--- config.mk ---
export PLATFORM = sky130hd
export DESIGN_NAME = instr_fetch
export DESIGN_NICKNAME = d
export VERILOG_FILES = /design/src/rtl/cpu_pkg.sv /design/src/rtl/fetch_skid_buf.sv /design/src/rtl/instr_fetch.sv
export SDC_FILE = /design/constraint.sdc
export NUM_CORES = 1
export LEC_CHECK = 0
export CAP_MARGIN = 20
export CELL_PAD_IN_SITES_DETAIL_PLACEMENT = 2
export CELL_PAD_IN_SITES_GLOBAL_PLACEMENT = 2
export CORE_ASPECT_RATIO = 0.75
export CORE_UTILIZATION = 33
export CTS_BUF_LIST = sky130_fd_sc_hd__clkbuf_8
export CTS_CLUSTER_SIZE = 16
export DETAILED_ROUTE_END_ITERATION = 8
export GPL_TIMING_DRIVEN = 0
export PLACE_DENSITY = 0.92
export SLEW_MARGIN = 20
export SYNTH_ARGS = -nofsm -noshare
export SYNTH_HDL_FRONTEND = slang
export SYNTH_HIERARCHICAL = 1
export SYNTH_SLANG_ARGS = --single-unit
export TNS_END_PERCENT = 100
--- constraint.sdc ---
create_clock -name clk -period 3.7 [get_ports clk]
set_input_delay 1.11 -clock clk [delete_from_list [all_inputs] [get_ports clk]]
set_output_delay 1.11 -clock clk [all_outputs]
set_load 0.03 [all_outputs]
--- src/rtl/cpu_pkg.sv ---
`default_nettype none
// ----------------------------------------------------------------------------
// Package  : cpu_pkg
// Purpose  : Shared widths, fetch FSM state type and fetch buffer entry type.
// Revision : 1.0
// ----------------------------------------------------------------------------
package cpu_pkg;

  localparam int unsigned XLEN        = 32;
  localparam int unsigned INSTR_BYTES = 4;

  localparam logic [1:0] c_st_req  = 2'd0;
  localparam logic [1:0] c_st_hold = 2'd1;
  localparam logic [1:0] c_st_drop = 2'd2;

  typedef enum logic [1:0] {
    REQ  = c_st_req,
    HOLD = c_st_hold,
    DROP = c_st_drop
  } fetch_state_t;

  typedef struct packed {
    logic [XLEN-1:0] pc;
    logic [XLEN-1:0] instr;
  } fetch_entry_t;

endpackage
`default_nettype wire

--- src/rtl/fetch_skid_buf.sv ---
`default_nettype none
// ----------------------------------------------------------------------------
// Module   : fetch_skid_buf
// Purpose  : 2-entry valid/ready buffer (output register + skid) for {pc, instr}.
// Revision : 1.0
// ----------------------------------------------------------------------------
module fetch_skid_buf
  import cpu_pkg::*;
(
  input  logic         clk,
  input  logic         rst,
  input  logic         flush_i,
  input  logic         in_valid_i,
  input  fetch_entry_t in_data_i,
  output logic         out_valid_o,
  output fetch_entry_t out_data_o,
  input  logic         out_ready_i
);

  fetch_entry_t out_q, out_d;
  fetch_entry_t skid_q, skid_d;
  logic         out_vld_q, out_vld_d;
  logic         skid_vld_q, skid_vld_d;

  always_comb begin
    out_d      = out_q;
    skid_d     = skid_q;
    out_vld_d  = out_vld_q;
    skid_vld_d = skid_vld_q;
    if (flush_i) begin
      out_vld_d  = 1'b0;
      skid_vld_d = 1'b0;
    end else if (out_vld_q && !out_ready_i) begin
      // Output stalled: the output register holds, a new word lands in skid.
      if (in_valid_i && !skid_vld_q) begin
        skid_d     = in_data_i;
        skid_vld_d = 1'b1;
      end
    end else if (skid_vld_q) begin
      out_d      = skid_q;
      out_vld_d  = 1'b1;
      skid_vld_d = in_valid_i;
      if (in_valid_i) skid_d = in_data_i;
    end else begin
      out_vld_d = in_valid_i;
      if (in_valid_i) out_d = in_data_i;
    end
  end

  always_ff @(posedge clk) begin
    if (rst) begin
      out_q      <= '0;
      skid_q     <= '0;
      out_vld_q  <= 1'b0;
      skid_vld_q <= 1'b0;
    end else begin
      out_q      <= out_d;
      skid_q     <= skid_d;
      out_vld_q  <= out_vld_d;
      skid_vld_q <= skid_vld_d;
    end
  end

  assign out_valid_o = out_vld_q;
  assign out_data_o  = out_q;

endmodule
`default_nettype wire

--- src/rtl/instr_fetch.sv ---
`default_nettype none
// ----------------------------------------------------------------------------
// Module   : instr_fetch
// Purpose  : Sequential instruction fetch, one outstanding request, 2-deep
//            output buffer, redirect flush with in-flight response drop.
// Options  : FETCH_MISALIGN_TRAP_EN adds sticky fetch_fault on misaligned redirect.
// Revision : 1.0
// ----------------------------------------------------------------------------
module instr_fetch
  import cpu_pkg::*;
#(
  parameter logic [XLEN-1:0] RESET_PC = 32'h0000_0000
) (
  input  logic            clk,
  input  logic            rst,
  output logic            imem_req,
  output logic [XLEN-1:0] imem_addr,
  input  logic            imem_ack,
  input  logic [XLEN-1:0] imem_rdata,
  output logic [XLEN-1:0] instr,
  output logic [XLEN-1:0] instr_pc,
  output logic            instr_valid,
  input  logic            instr_ready,
  input  logic            redirect,
`ifdef FETCH_MISALIGN_TRAP_EN
  output logic            fetch_fault,
`endif
  input  logic [XLEN-1:0] redirect_pc
);

  fetch_state_t    state_q, state_d;
  logic [XLEN-1:0] pc_q, pc_d;
  logic [XLEN-1:0] target_q, target_d;
  logic            run_q;
  logic            w_fault;
  logic            w_ack;
  logic            w_push;
  logic [XLEN-1:0] w_rpc;
  fetch_entry_t    w_in_entry;
  fetch_entry_t    w_out_entry;

`ifdef FETCH_MISALIGN_TRAP_EN
  logic fault_q, fault_d;
  assign w_fault     = fault_q;
  assign fetch_fault = fault_q;
`else
  assign w_fault = 1'b0;
`endif

  assign w_rpc     = redirect_pc & ~XLEN'(INSTR_BYTES - 1);
  // DROP keeps requesting even under a fault so the in-flight request completes.
  assign imem_req  = run_q && (((state_q == REQ) && !w_fault) || (state_q == DROP));
  assign imem_addr = pc_q;
  assign w_ack     = imem_ack && imem_req;

  always_comb begin
    state_d  = state_q;
    pc_d     = pc_q;
    target_d = target_q;
    w_push   = 1'b0;
`ifdef FETCH_MISALIGN_TRAP_EN
    fault_d  = fault_q;
`endif
    if (redirect) begin
      if (imem_req && !w_ack) begin
        state_d  = DROP;
        target_d = w_rpc;
      end else begin
        state_d  = REQ;
        pc_d     = w_rpc;
      end
`ifdef FETCH_MISALIGN_TRAP_EN
      fault_d  = |redirect_pc[1:0];
`endif
    end else begin
      case (state_q)
        REQ: begin
          if (w_ack) begin
            w_push = 1'b1;
            pc_d   = pc_q + XLEN'(INSTR_BYTES);
            if (instr_valid && !instr_ready) state_d = HOLD;
          end
        end
        HOLD: begin
          if (instr_ready) state_d = REQ;
        end
        DROP: begin
          if (w_ack) begin
            state_d = REQ;
            pc_d    = target_q;
          end
        end
        default: state_d = REQ;
      endcase
    end
  end

  always_ff @(posedge clk) begin
    if (rst) begin
      state_q  <= REQ;
      pc_q     <= RESET_PC;
      target_q <= RESET_PC;
      run_q    <= 1'b0;
    end else begin
      state_q  <= state_d;
      pc_q     <= pc_d;
      target_q <= target_d;
      run_q    <= 1'b1;
    end
  end

`ifdef FETCH_MISALIGN_TRAP_EN
  always_ff @(posedge clk) begin
    if (rst) fault_q <= 1'b0;
    else     fault_q <= fault_d;
  end
`endif

  assign w_in_entry = '{pc: pc_q, instr: imem_rdata};

  fetch_skid_buf u_skid_buf (
    .clk         (clk),
    .rst         (rst),
    .flush_i     (redirect),
    .in_valid_i  (w_push),
    .in_data_i   (w_in_entry),
    .out_valid_o (instr_valid),
    .out_data_o  (w_out_entry),
    .out_ready_i (instr_ready)
  );

  assign instr    = w_out_entry.instr;
  assign instr_pc = w_out_entry.pc;

endmodule
`default_nettype wire

=== Word level (Yosys, flattened, before mapping) ===
Cells that the tools add are included.

* Word-level logic and storage cells: 66
* Output and inout port bits: 98
* Register bits after elaboration: 195
* Input port bits: 69

* Bitwise operators: 2
* Muxes and demuxes: 25
* Equal/unequal tests: 8
* Reduce and logical (&&, ||, !) cells: 20
* Add/sub/neg operators: 1

{| class="wikitable"
|+ Operators with widths
! operator !! number
|-
| $mux 64 || 5
|-
| $mux 32 || 4
|-
| $pmux 32 s2 || 1
|-
| $add 32x3->32 const B || 1
|-
| $mux 2 || 6
|-
| $reduce_and 4->1 || 3
|-
| $ne 3x3->1 const B || 3
|-
| $mux 1 || 8
|-
| $pmux 2 s3 || 1
|-
| $reduce_bool 2->1 || 3
|-
| $logic_and 1x1->1 || 5
|-
| $logic_not 1->1 || 3
|-
| $ne 3x2->1 const B || 1
|-
| $reduce_and 3->1 || 1
|-
| $reduce_bool 3->1 || 1
|-
| $eq 2x1->1 const B || 1
|-
| $eq 2x2->1 const B || 1
|-
| $logic_not 2->1 || 1
|-
| $ne 2x1->1 const B || 1
|-
| $ne 2x2->1 const B || 1
|-
| $not 1->1 || 2
|-
| $reduce_and 2->1 || 1
|-
| $reduce_or 2->1 || 1
|-
| $logic_or 1x1->1 || 1
|}

=== Depth between registers and ports, before layout ===
* Depth after elaboration: 10
* Depth in mapped cells: 10
* Mapped depth without buffers: 6

=== Modules after synthesis ===
The synthesis kept the hierarchy.

{| class="wikitable"
|+ By module, submodules not included
! module !! cells an instance !! area an instance (µm²) !! sequential area each (µm²) !! instances
|-
| fetch_skid_buf || 574 || 5,999.5 || 2,602.5 || 1
|-
| instr_fetch || 480 || 3,508.4 || 1,261.2 || 1
|}

=== Worst setup path before layout ===
No wires, ideal clock.

* Path kind: input -> register
* Start: in redirect
* End: reg u_skid_buf.out_q, in the netlist u_skid_buf/out_data_o[11]
* Arrival: 2.995 ns
* Slack: 0.624 ns
* Buffers on the path: 5
* Data required time: 3.619 ns
* Stages: 10
* Setup time: 0.081 ns
* Path through: clkbuf_1 > clkbuf_1 > buf_2 > nor4b_1 > nor2_1 > nor3_2 > buf_2 > buf_2 > nor2_1 > a211oi_2

* Cells in the longest elaborated chain, start to end: 3
* Elaborated cells on any way between the ends: 4
* Classes of those cells: mux (1); bitwise (1); reduce/logical (2)

{| class="wikitable"
|+ RTL lines
! what !! line !! source
|-
| from (decl) || instr_fetch.sv:24 || <nowiki>input logic redirect,</nowiki>
|-
| $mux 1 || instr_fetch.sv:64 || <nowiki>if (redirect) begin</nowiki>
|-
| net w_push || instr_fetch.sv:37 || <nowiki>logic w_push;</nowiki>
|-
| $reduce_bool 2->1 (no line) || - ||
|-
| $reduce_and 3->1 (no line) || - ||
|-
| to (signal assigned) || fetch_skid_buf.sv:57 || <nowiki>out_q <= out_d;</nowiki>
|-
| to (decl) || fetch_skid_buf.sv:20 || <nowiki>fetch_entry_t out_q, out_d;</nowiki>
|}

The timed path passes the listed nets, and every way through them passes these cells.
A chain may end at the register's enable or synchronous reset.

=== Final worst setup path ===
* Start: in redirect
* End: reg u_skid_buf.out_q, in the netlist u_skid_buf/out_data_o[19]

Same word-level chain as after synthesis.

==> results.py <==
metrics = {
    "clocking": {
        "cts_setup_buffers": 0,
        "cts.sinks": 193,
        "cts.clk_slew.worst_paths_ns": 0.11,
        "cts_buffers": 17,
        "cts_hold_buf": 0,
        "cts_tree": "built",
        "cts.path.max_buffers": 2,
        "root_buffer": "clkbuf_8",
        "insertion_delay_ns": 0.51,
        "htreeDepth": 4,
    },
    "timing": {
        "post-route-min-period_ns": 3.54,
        "slew_headroom_pct": 44.5,
        "worst_slack_ns": 0.160,
        "maxSlewViolCount": 0,
        "fmax_ghz": 0.282,
        "hold-worst-slack_ns": 0.472,
        "fin_skew_ns": 0.0290,
        "worst-slew-pin-transition_ns": 0.833,
        "fin_tns_setup_ns": 0,
        "fin_crit_sh_pct": 95.7,
        "rsz0062_at_grt": "no",
        "final_hold_viol_count": 0,
        "setup-violations-final": 0,
    },
    "synth": {
        "async_reset_ff_share_pct": 0,
        "synth.distinct_cells": 68,
        "avgSynthCellArea_sq_um": 9.02,
        "ys.flop_type": "dfxtp_1",
        "ys_top_cells_by_area": "dfxtp_1, mux2i_1, nand2b_1",
        "synth_top_cells_by_count": "dfxtp_1, mux2i_1, nand2b_1, nand2_1, nor2_1",
        "ys_seq_elements": 193,
        "yosysWarnings": 6,
        "yosys.area.top_type_share_pct": 40.6,
        "netlist.top_cell.by_area": "dfxtp_1",
        "synth_cells": 1054,
        "syn_area_sq_um": 9510,
        "ys_seq_area_share_pct": 40.6,
        "synth_edf_count": 0,
        "synth_most_common_cell": "dfxtp_1",
    },
    "power_and_ir_drop": {
        "power.density_nw_per_um2": 356,
        "pwr-share-seq_pct": 52.2,
        "p_sw_mw": 1.37,
        "p_leak_nw": 3.76,
        "peakVddDrop_uv": 233,
        "p_total_mw": 4.27,
        "internal_power_mw": 2.89,
        "comb_power_share_pct": 16.7,
        "swShare_pct": 32.2,
        "p_clk_share_pct": 31.1,
    },
    "drt": {
        "drtAntennaViolNets": 0,
        "dr_total_vias": 8899,
        "avgRoutedWirePerCell_microns": 22.9,
        "drt-initial-drc-count": 398,
        "dr.pass1.iters": 4,
        "avgViaCountPerCell": 5.44,
        "drt_wl_total_mm": 37.5,
        "drc": 0,
    },
    "global_route": {
        "grt-ovfl-total": 0,
        "grt_max_degree": 18,
        "grt_pass1_vias": 9875,
        "antenna_found_initial": 0,
        "grt_pass1_wl_mm": 57.3,
        "gr-usage-all-layers_pct": 25.6,
    },
    "job": {
        "maxCapViolCount": 0,
    },
    "placement": {
        "finalWeightedCongestion": 0.891,
        "dp_slack_ns": -1.16,
        "port_buffers": 161,
        "place_hpwl_mm": 27.7,
        "dp.cells": 1605,
        "place_area_sq_um": 11600,
    },
    "final_layout": {
        "final_util_pct": 42.5,
        "layout.nets": 1309,
        "nFillCells": 3088,
        "final_cell_area_sq_um": 12000,
        "area_growth_pct": 26.0,
        "num_antenna_cells": 0,
        "fin_cells": 1637,
        "drive_gt1_share_pct": 10.4,
    },
    "worst_setup_path": {
        "cp_common_cell": "buf_2",
        "crit_chain": "dlygate4sd2_1 -> clkbuf_2 -> clkbuf_2 -> buf_2 -> nor4b_4 -> nor2_1 -> nor3_2 -> buf_2 -> buf_2 -> nor2_1 -> a211oi_2",
        "cp.buffers_inverters": 6,
        "arrival_ns": 3.95,
        "cp_max_fo": 10,
        "critical_path_class": "in -> reg",
        "path_delay_family": "buffers and inverters",
        "slowest_delay_ns": 0.36,
        "crit_slowest_cell": "dlygate4sd2_1",
        "cp-end-kind": "flip-flop",
        "worst_ep_required_time_ns": 4.11,
        "start_kind": "primary input",
    },
    "floorplan": {
        "initial_core_util_pct": 33.7,
        "die-area_sq_um": 29500,
        "ios": 167,
        "dieWidth_microns": 198,
        "core_area_sq_um": 28200,
        "die_h_microns": 149,
        "num_rows": 53,
    },
    "worst_hold_path": {
        "hold_path_class": "reg -> reg",
    },
    "run_status": {
        "status": "complete, no violations",
    },
}
==> flip-flops by register name, summed over array words and instances (netlist names) <==
register,cells
u_skid_buf/out_valid_o,1
u_skid_buf/out_data_o,64
state_q,2
target_q,30
run_q,1
imem_addr,30
u_skid_buf/skid_vld_q,1
u_skid_buf/skid_q,64
==> layout make-up <==
| type | instances | area [sq um] | area share [%] |
|---|---|---|---|
| clock inverter | 15 | 114 | 0.950 |
| clock buffer | 17 | 234 | 1.95 |
| inverter | 9 | 33.8 | 0.282 |
| multi-input combinational | 770 | 5150 | 43.0 |
| buffer | 87 | 498 | 4.16 |
| timing repair buffer | 161 | 1610 | 13.4 |
| tap | 385 | 482 | 4.02 |
| sequential | 193 | 3860 | 32.2 |
==> worst reg2reg max path: stages, from the launching register on <==
cell,delay (ns)
dfxtp_1,0.41
nand2b_1,0.13
buf_2,0.22
mux2i_2,0.57
clkbuf_1,0.63
a211oi_1,0.19
nor3_1,0.25
==> power by group through the flow <==
stage          Sequential [mW]  Combinational, mW  Clock [mW]
2_1_floorplan             2.33              0.292           0
3_3_place_gp              2.27              0.674           0
4_1_cts                   2.23              0.711        1.37
3_5_place_dp              2.27              0.700           0
6_report                  2.23              0.714        1.33
5_1_grt                   2.23              0.758        1.45
==> kinds of logic after synthesis <==
family          share of synthesized area (%)
simple gates                             22.1
compound gates                           17.1
flops                                    40.6
mux                                      13.9
buf+inv                                  5.57
xor+xnor                                0.461
fa+ha+maj                               0.132
other cells                            0.0394
==> path summary, 6_finish.rpt <==
path / endpoint / from / slack, ns / cells after the start
worst max-delay path: u_skid_buf/out_data_o[19] / redirect / 0.16 / 11
worst max register to register: imem_addr[4] / state_q[0] / 1.17 / 6
worst min register to register: target_q[19] / target_q[19] / 0.47 / 2
worst min-delay path: target_q[19] / target_q[19] / 0.47 / 2
==> metal layers <==
| metal | wire length [microns] | track usage, % |
|---|---|---|
| met2 | 17800 | 43.3 |
| met1 | 17400 | 33.2 |
| met4 | 605 | 6.94 |
| met3 | 1600 | 5.04 |
| met5 | 0 | 0 |
==> cell usage in the layout (no fill, tap or decap), types with 4 or more instances in the layout <==
master and instances:
mux2i_1 130, nand4_1 6, dfxtp_1 193, inv_1 11
clkinv_4 4, a31oi_1 10, clkinvlp_4 4, a211oi_2 37
a221oi_1 4, conb_1 6, nor2_1 89, nand2_1 111
buf_2 24, and3_1 7, buf_4 9, clkdlybuf4s50_1 160
clkbuf_1 44, o211ai_1 9, clkbuf_8 17, o21ai_0 44
a211oi_1 39, buf_12 6, nand2b_1 130, nand3_1 11
nor3_1 17, nor4_1 4, a21oi_1 56
==> timing repair <==
item | in CTS | in global routing
endpoints found under the setup margin | 128 | 0
hold endpoints to repair | 0 | 0
resized for setup | 5 | 0
No activity file was read; power rests on OpenSTA's default activity.
==> edit 1 (same flow settings) <==
The option `FETCH_MISALIGN_TRAP_EN` is turned on by a define.
--- a/src/rtl/instr_fetch.sv
+++ b/src/rtl/instr_fetch.sv
@@ -7,4 +7,6 @@
 // Revision : 1.0
 // ----------------------------------------------------------------------------
+`define FETCH_MISALIGN_TRAP_EN
+
 module instr_fetch
   import cpu_pkg::*;
Formal check against the unedited RTL (old outputs only; new: fetch_fault): not equivalent (a bounded check fails within 4 cycles, from zero or initial values and one cycle with rst high).
==> edit 1 against the original RTL <==
- combinational power increased by 5.0%
- cell area is 0.96% higher
- total power is 2.5% higher
- clock skew fell by 0.012 ns
- maximum frequency grew 3.1%
- wire length shrank 1.4%
- clock power is 4% higher
- area after synthesis increased by 0.75%
- core utilization increased by 0.31 points
- setup slack better by 0.11 ns
- register-to-register slack worse by 0.61 ns
- sequential cell count grew 1
==> edit 1: results <==
[worst_setup_path]
crit_arrival_ns = 3.84
cp_slowest_cell = "clkdlybuf4s50_1"
endpoint = "u_skid_buf/out_data_o[7]$_SDFFE_PP0P_"
reg2reg_slack_ns = 0.56
max_stage_delay_ns = 0.64

[grt]
grt_usage = 0.253
grt_max_degree = 17

[hold_path]
whs_endpoint = "target_q[4]$_SDFFE_PP0P_"
hp-start = "target_q[4]$_SDFFE_PP0P_"

[placed_design]
portBuffers = 164
place_inst = 1625
dpl.hpwl_um = 27400
placed_area_mm2 = 0.0117
place_ws_ns = -0.813
gp_congestion = 0.883

[sta]
fin_crit_ns = 3.43
hold_ws_ns = 0.468
fin_skew_ns = 0.0167

[power]
p_leak_uw = 0.00374
pg_comb_uw = 750

[clock_network]
cts_resized = 1
clk_latency_ns = 0.49

[layout]
final_nets = 1329
drive_gt1_frac = 0.0881

[synth]
ys_seq_area_frac = 0.405
synth_area_leaders = "dfxtp_1 41%, mux2i_1 14%, nand2b_1 8.5%, a211oi_2 4.7%, nand2_1 4.4%"
synthTopCellsByCount = "194 x dfxtp_1, 133 x mux2i_1, 130 x nand2b_1, 113 x nand2_1, 98 x nor2_1"
synth_fa_ha_area_frac = 0.00131
synth_cell_types = 64

[drt]
drt_iter0_markers = 430
vias = 8892
finalWirelength_um = 36900

[status]
status = "finished clean"
==> edit 1: cell count changes after synthesis, sizes merged, moves of 8 or more <==
cell / unedited run / this run
clkbuf: 46 / 54
nand3: 14 / 23
nor2: 89 / 98
o21ai: 45 / 33
==> edit 1: layer usage <==
layer  GRT usage  wire length [um]  vias to the layer above
met5           0                 0                        -
met1       0.334             17300                     4553
li1            -                 -                     4120
met2       0.419             17300                      188
met3      0.0525              1780                       31
met4      0.0650               552                        0
==> edit 1: kinds of logic (layout without fill, tap and decap cells) <==
kind of cell / Yosys count / after routing
compound gates: 204 / 204
xor+xnor: 8 / 8
fa+ha+maj: 1 / 1
buf+inv: 97 / 292
flops: 194 / 194
mux: 133 / 133
other cells: 1 / 6
simple gates: 433 / 433
==> edit 1: layout make-up <==
type	count	area [um^2]
well taps	385	482
clock inverters	13	115
fillers	3154	16200
multi-input cells	785	5200
repair buffers	164	1640
clock buffers	18	248
plain buffers	90	499
flip-flops and latches	194	3880
inverters	7	26.3
==> edit 2 (config.mk and constraints unchanged) <==
Made on the original files. Change the package constant `XLEN` from 32 to 64.
--- a/src/rtl/cpu_pkg.sv
+++ b/src/rtl/cpu_pkg.sv
@@ -7,5 +7,5 @@
 package cpu_pkg;
 
-  localparam int unsigned XLEN        = 32;
+  localparam int unsigned XLEN        = 64;
   localparam int unsigned INSTR_BYTES = 4;
 
Ports: changed (5 resized); port bits go from 167 to 327. No check against the original RTL was run, so the function may have changed too.
==> edit 2 against the original RTL <==
- the flow now finishes with violations (negative setup slack)
- total power rose by 140%
- setup slack worse by 0.18 ns
- wire length increased by 150%
- sequential power grew 100%
- cell area is 100% higher
- sequential cell count is 192 higher
- register-to-register slack got worse by 1.1 ns
- clock skew increased by 0.011 ns
- count of clock-buffer cells in the layout up 67
- final cell count up 100%
- area after synthesis is 95% higher
- sequential share of layout area shrank 0.30 points
- highest routed layer unchanged
==> edit 2: results <==
[status]
status = "finished with violations"
violations = "negative setup slack"

[grt]
antenna_found_initial = 1
grt_usage = 0.315

[sta]
layout_setup_ws_ns = -0.0178
finalSetupViolations = 2
fin_skew_ns = 0.0403

[worst_setup_path]
worstReg2RegEnd = "imem_addr[56]$_SDFFE_PP0P_"
crit_arrival_ns = 4.20
ff2ff_path_depth = 7
cp_slowest_cell = "clkbuf_1"

[drt]
drt_iter0_markers = 1660
finalWirelength_um = 92900

[clock_network]
clk_pin_slew_ns = 0.07
h-tree-depth = 3
cts_buffer_depth = 3
cts_resized = 21
post_cts_buffers = 2

[power]
p_total_uw = 10200
p_leak_uw = 0.00777
p_int_uw = 6960

[synth]
synth_area_leaders = "dfxtp_1 41%, mux2i_1 14%, nand2b_1 8.8%, a211oi_1 5.9%, nand2_1 4.2%"
synth_cell_types = 71

[layout]
fill_cells = 6031
final_nets = 2680

[placed_design]
dpl.hpwl_um = 66200
-- edit 2: changes by cell type in the layout (fill, tap and decap cells not counted), sizes merged, moves of 96 or more --
cell / unedited run / this run
dfxtp: 193 / 385
clkdlybuf4s50: 160 / 321
clkbuf: 63 / 205
nand2b: 130 / 261
mux2i: 131 / 260
nand2: 111 / 207
-- edit 2: kinds of logic (layout without fill, tap and decap cells) --
group | count (synthesis) | after routing | synth area share
buffers and inverters | 193 | 633 | 0.0507
DFF | 385 | 385 | 0.415
adders and majority gates | 1 | 1 | 0.000674
xor gates and xnor gates | 17 | 17 | 0.00802
AOI/OAI and AO/OA | 440 | 440 | 0.153
muxes | 263 | 263 | 0.142
other | 1 | 6 | 0.000202
and+or+nand+nor | 845 | 845 | 0.231
-- edit 2: worst max-delay path by stage --
| stage | from | to | slack, ns | depth (start not counted) |
|---|---|---|---|---|
| CTS | imem_addr[3]$_SDFFE_PP0P_ | imem_addr[46]$_SDFFE_PP0P_ | 0.02 | 9 |
| detailed placement | redirect | u_skid_buf/out_data_o[79]$_SDFFE_PP0P_ | -1.67 | 10 |
| global route | imem_ack | u_skid_buf/out_data_o[86]$_SDFFE_PP0P_ | -0.007 | 11 |
| global placement | redirect | imem_addr[62]$_SDFFE_PP0P_ | -1.31 | 7 |
| finish | imem_ack | imem_addr[62]$_SDFFE_PP0P_ | -0.02 | 8 |
| floorplan | imem_addr[2]$_SDFFE_PP0P_ | imem_addr[46]$_SDFFE_PP0P_ | 0.44 | 9 |
-- edit 2: critical path, delay by kind of cell --
family / cells / cell delay [ns]
AOI/OAI and AO/OA: 4 / 1.35
buffers and inverters: 3 / 1.53
and+or+nand+nor: 1 / 0.20
-- edit 2: routing by layer --
metal / vias up / track usage / share of wire
met3: 212 / 0.0729 / 0.083
met5: - / 0 / 0
met1: 9746 / 0.402 / 0.42
li1: 8365 / - / -
met4: 0 / 0.113 / 0.032
met2: 886 / 0.516 / 0.47
-- edit 2: area by class of cell --
cell class,count,area [um^2],area share
tap,722,903,0.0374
clock inverter,30,138,0.00570
clock buffer,84,1160,0.0479
buffer,181,932,0.0386
sequential,385,7710,0.319
multi-input combinational,1572,10000,0.414
inverter,11,41.3,0.00171
timing repair buffer,327,3260,0.135
-- edit 2: through the flow --
stage / setup TNS (ns) / std cells / utilization / setup slack, ns / cell area [um^2]
after floorplan: 0 / 2150 / - / 0.436 / 18600
after global placement: -339.34 / 3194 / 0.413 / -1.31 / 22700
after detailed placement: -406.72 / 3195 / 0.413 / -1.67 / 22700
after CTS: 0 / 3310 / 0.438 / 0.0170 / 24100
after global routing: -0.00667 / 3312 / 0.439 / -0.00667 / 24100
final: -0.0204 / 3312 / 0.439 / -0.0178 / 24100
